### src/rtl/timetag_cmd_framer.sv
// Byte-stream command framer: parses LEN/OPCODE/payload frames from the FX2 byte strobe
// and presents one decoded command at a time under a rdy/ack handshake, with sticky error flags.
module timetag_cmd_framer #(
  parameter int unsigned TIMEOUT = 255,
  parameter int unsigned MAX_LEN = 5
) (
  input  logic        fx2_clk,
  input  logic        reset_n,
  input  logic        cmd_wr,
  input  logic [7:0]  cmd_in,
  output logic        cmd_rdy,
  input  logic        cmd_ack,
  output logic [7:0]  cmd_opcode,
  output logic [31:0] cmd_data,
  output logic        err_len,
  output logic        err_ovf,
  output logic        err_timeout,
  input  logic        err_clr
);

  localparam logic [7:0] MaxLen   = 8'(MAX_LEN);
  localparam logic [7:0] GapLimit = 8'(TIMEOUT - 1);

  typedef enum logic [2:0] {
    StIdle,
    StOpcode,
    StPayload,
    StSkip,
    StPending
  } state_e;

  state_e      state_q, state_d;
  logic [7:0]  cnt_q, cnt_d;       // frame bytes still to be consumed
  logic [2:0]  idx_q, idx_d;       // payload byte index; bit 2 marks the 32-bit word as full
  logic [7:0]  gap_q, gap_d;
  logic        rdy_q, rdy_d;
  logic [7:0]  opcode_q, opcode_d;
  logic [31:0] data_q, data_d;
  logic        err_len_q, err_len_d;
  logic        err_ovf_q, err_ovf_d;
  logic        err_to_q, err_to_d;

  logic set_len, set_ovf, set_to;
  logic in_frame;

  assign in_frame = (state_q == StOpcode) || (state_q == StPayload) || (state_q == StSkip);

  always_comb begin
    state_d  = state_q;
    cnt_d    = cnt_q;
    idx_d    = idx_q;
    gap_d    = 8'd0;
    rdy_d    = rdy_q;
    opcode_d = opcode_q;
    data_d   = data_q;
    set_len  = 1'b0;
    set_ovf  = 1'b0;
    set_to   = 1'b0;

    unique case (state_q)
      StIdle: begin
        if (cmd_wr && (cmd_in != 8'd0)) begin
          cnt_d = cmd_in;
          if (cmd_in <= MaxLen) begin
            state_d = StOpcode;
          end else begin
            set_len = 1'b1;
            state_d = StSkip;
          end
        end
      end

      StOpcode: begin
        if (cmd_wr) begin
          opcode_d = cmd_in;
          data_d   = 32'd0;
          idx_d    = 3'd0;
          cnt_d    = cnt_q - 8'd1;
          if (cnt_q == 8'd1) begin
            state_d = StPending;
            rdy_d   = 1'b1;
          end else begin
            state_d = StPayload;
          end
        end
      end

      StPayload: begin
        if (cmd_wr) begin
          if (!idx_q[2]) begin
            data_d[{idx_q[1:0], 3'b000} +: 8] = cmd_in;
            idx_d = idx_q + 3'd1;
          end
          cnt_d = cnt_q - 8'd1;
          if (cnt_q == 8'd1) begin
            state_d = StPending;
            rdy_d   = 1'b1;
          end
        end
      end

      StSkip: begin
        if (cmd_wr) begin
          cnt_d = cnt_q - 8'd1;
          if (cnt_q == 8'd1) begin
            state_d = StIdle;
          end
        end
      end

      StPending: begin
        // Bytes arriving while a command is held are lost, including on the accepting cycle.
        set_ovf = cmd_wr;
        if (cmd_ack && rdy_q) begin
          rdy_d   = 1'b0;
          state_d = StIdle;
        end
      end

      default: begin
        state_d = StIdle;
      end
    endcase

    if (in_frame && !cmd_wr) begin
      if (gap_q == GapLimit) begin
        state_d = StIdle;
        set_to  = 1'b1;
      end else begin
        gap_d = gap_q + 8'd1;
      end
    end

    // A set event in the same cycle as err_clr leaves the flag set.
    err_len_d = set_len | (err_len_q & ~err_clr);
    err_ovf_d = set_ovf | (err_ovf_q & ~err_clr);
    err_to_d  = set_to  | (err_to_q  & ~err_clr);
  end

  always_ff @(posedge fx2_clk or negedge reset_n) begin
    if (!reset_n) begin
      state_q   <= StIdle;
      cnt_q     <= 8'd0;
      idx_q     <= 3'd0;
      gap_q     <= 8'd0;
      rdy_q     <= 1'b0;
      opcode_q  <= 8'd0;
      data_q    <= 32'd0;
      err_len_q <= 1'b0;
      err_ovf_q <= 1'b0;
      err_to_q  <= 1'b0;
    end else begin
      state_q   <= state_d;
      cnt_q     <= cnt_d;
      idx_q     <= idx_d;
      gap_q     <= gap_d;
      rdy_q     <= rdy_d;
      opcode_q  <= opcode_d;
      data_q    <= data_d;
      err_len_q <= err_len_d;
      err_ovf_q <= err_ovf_d;
      err_to_q  <= err_to_d;
    end
  end

  assign cmd_rdy     = rdy_q;
  assign cmd_opcode  = opcode_q;
  assign cmd_data    = data_q;
  assign err_len     = err_len_q;
  assign err_ovf     = err_ovf_q;
  assign err_timeout = err_to_q;

endmodule

### config.mk
export PLATFORM = sky130hd
export DESIGN_NAME = timetag_cmd_framer
export DESIGN_NICKNAME = d
export VERILOG_FILES = /design/src/rtl/timetag_cmd_framer.sv
export SDC_FILE = /design/constraint.sdc
export NUM_CORES = 1
export LEC_CHECK = 0
export BUFFER_PORTS_ARGS = -buffer_cell sky130_fd_sc_hd__buf_2
export CORE_MARGIN = 1.5
export CORE_UTILIZATION = 49
export DETAILED_ROUTE_END_ITERATION = 16
export HOLD_SLACK_MARGIN = 0.05
export PLACE_DENSITY = 0.8
export SLEW_MARGIN = 20
export SYNTH_ARGS = -nofsm -noshare
export SYNTH_HDL_FRONTEND = slang
export SYNTH_SLANG_ARGS = --single-unit
export TNS_END_PERCENT = 1
### constraint.sdc
create_clock -name fx2_clk -period 3.41 [get_ports fx2_clk]
set_clock_uncertainty 0.1 [all_clocks]
set_input_delay 0.341 -clock fx2_clk [delete_from_list [all_inputs] [get_ports fx2_clk]]
set_output_delay 0.341 -clock fx2_clk [all_outputs]
set_load 0.005 [all_outputs]
==> flow_summary.toml <==
[yosys]
syn-num-nets = 347
ys_seq_area_share_pct = 50.6
synth_fa_ha_area_share_pct = 3.83
synth_warnings = 0
synth.distinct_cells = 61
synthArstFlopShare_pct = 100
syn_avg_cell_area_um2 = 10.1
ys_top_cells_by_area = "dfrtp_1 51%, nand2_1 6.8%, ha_1 3.8%, o21ai_1 2.9%, mux2_2 2.8%"
synth-compound-area-share_pct = 16.2
syn_area_um2 = 3270
ys_ff_latch = 66
synth_top_area_share_pct = 50.6
synth_ff_type = "dfrtp_1"
synth_top_area_cell = "dfrtp_1"
syn_inst = 324
synth.area.mux_share_pct = 3.37
synth.most_common_cell = "dfrtp_1"
synth-edff-count = 0
synth_xor_area_share_pct = 1.88
synth_commonest_cells = "66 x dfrtp_1, 59 x nand2_1, 19 x nor2_1, 19 x o21ai_1"
synthSimpleGateAreaFrac_pct = 19.6
synth_top_family_by_area = "simple AND/OR/NAND/NOR gates"

[routing]
wl_um = 7410
drt-wirelength-per-cell_um = 16.3
drtAntennaViolNets = 0
drt_iter0_drc = 113
viasPerCell = 5.70
vias = 2589
first_pass_iters = 4
route.detailed.drc = 0

[timing]
grt_setup_unrepaired = "false"
setup_viol = 0
final.min_clock_period_ns = 2.25
worstMarginPinSlew_ns = 0.907
finalSetupTns_ns = 0
drv_slew = 0
finalCritPeriodShare_pct = 65.9
fmax_mhz = 445
slew_headroom_pct = 39.1
hold_viol = 0

[die]
rows = 29
fp.dieW_um = 84.6
fp.dieH_um = 84.6
fp.dieArea_um2 = 7160
initial_core_util_pct = 51.1
io_pins = 57
coreArea_um2 = 6390

[critical_path]
crit_fanout = 14
reg2reg_depth = 3
end_kind = "register"
crit_type = "register to register"
start_kind = "register"
arrival_ns = 2.38
cp_data_required_time_ns = 3.54

[placement]
gp_congestion = 0.850
hpwl_um = 5100
port_buffers = 56

[clocking]
h-tree-depth = 3
clockBufferDepth = 2
cts_sinks = 66
cts_tree = "yes"
path_clk_slew_ns = 0.08
cts_inserted_buffers = 9
clock_latency_ns = 0.34
post_cts_buffers = 0
cts_root_buffer = "clkbuf_8"

[global_routing]
grt_pass1_vias = 2498
grt_pass1_wl_um = 12100
grt_usage_pct = 21.6
grt_max_degree = 46
antenna_found_initial = 0
grt_overflow_total = 0

[worst_hold_path]
hold_depth = 2
hold_path.class = "input port to register"

[layout]
multiInputGateArea_um2 = 1470
register_area_um2 = 1650
diodes = 0
nFillCells = 548
drive_above_1_share_pct = 25.7
syn_to_final_growth_pct = 16.4
nets = 395

[pwr]
powerDensity_nw_per_um2 = 687
p_leak_nw = 1.77
vdd_ir_drop_max_v = 0.000454
finalPower_mw = 2.61

[run]
maxCapViolCount = 0

[status]
outcome = "finished clean"
[registers in the layout, summed over array words and instances (netlist names)]
signal,flops
cmd_data,32
cmd_opcode,8
cmd_rdy,1
cnt_q,8
err_len,1
err_ovf,1
err_timeout,1
gap_q,8
idx_q,3
state_q,3
[cells in the final DEF, fill, tap and decap left out, types with 4 or more instances in the layout]
cell,Yosys,routed
mux2_2,8,8
nor3_1,4,4
inv_1,11,11
clkbuf_8,0,9
a21oi_1,8,8
nor4bb_1,4,4
buf_2,12,56
o21ai_1,19,19
o21ai_0,12,12
o31ai_1,4,4
ha_1,10,10
dfrtp_1,66,66
nor2_1,19,19
nand2_1,59,59
a22o_1,10,10
xor2_1,5,5
[final timing paths]
check	from	endpoint	slack, ns
min in group asynchronous	reset_n	cmd_data[19]	0.30
worst min register to register	cmd_data[10]	cmd_data[10]	0.38
max in group asynchronous	reset_n	gap_q[6]	2.33
worst max register to register	state_q[2]	cmd_opcode[4]	1.16
worst max-delay path	state_q[2]	cmd_opcode[4]	1.16
worst min-delay path	err_clr	err_len	0.09
[area by class of cell]
| type | count | area share [%] |
|---|---|---|
| Multi-Input combinational cell | 225 | 38.6 |
| Tap cell | 77 | 2.54 |
| Inverter | 11 | 1.09 |
| Sequential cell | 66 | 43.5 |
| Clock buffer | 9 | 3.26 |
| Timing Repair Buffer | 59 | 8.36 |
| Clock inverter | 7 | 2.67 |
[worst max-delay path, cell delays in order (launching register included)]
cell     delay, ns
dfrtp_1       0.52
nor2b_1       0.64
and2_1        0.49
mux2_2        0.38
[what timing repair did]
action / 4_1_cts / 5_1_grt
endpoints found under the hold margin: 0 / 9
hold buffers: 0 / 1
resized for setup: 0 / 0
[cell families after synthesis]
group | after synthesis
simple gates | 120
compound gates | 78
flops | 66
buf+inv | 33
mux | 10
fa+ha+maj | 10
xor+xnor | 7
[layer usage]
metal	vias to the layer above	global-route usage (%)	wire, um
met5	-	0	0
met4	0	10.7	111
met3	14	4.13	404
met2	98	34.3	3590
met1	1235	28.3	3300
li1	1242	-	-
[power by group]
part | internal, mW | total (mW) | switching (mW) | leakage (nW)
logic | 0.336 | 0.726 | 0.390 | 0.791
registers | 0.938 | 1.14 | 0.203 | 0.869
clock network | 0.418 | 0.745 | 0.328 | 0.106
[metrics by stage]
step | hold slack (ns) | worst slack (ns) | cell area [um2] | util, % | instances
detailed placement | 0.367 | 1.15 | 3540 | 55.5 | 436
global route | 0.0791 | 0.975 | 3800 | 59.5 | 454
CTS | 0.0678 | 1.17 | 3770 | 59.0 | 452
finish | 0.0861 | 1.16 | 3800 | 59.5 | 454
floorplan | -0.0546 | 1.57 | 3270 | - | 324
global placement | 0.358 | 1.21 | 3540 | 55.5 | 436
(Power assumes the default switching activity.)
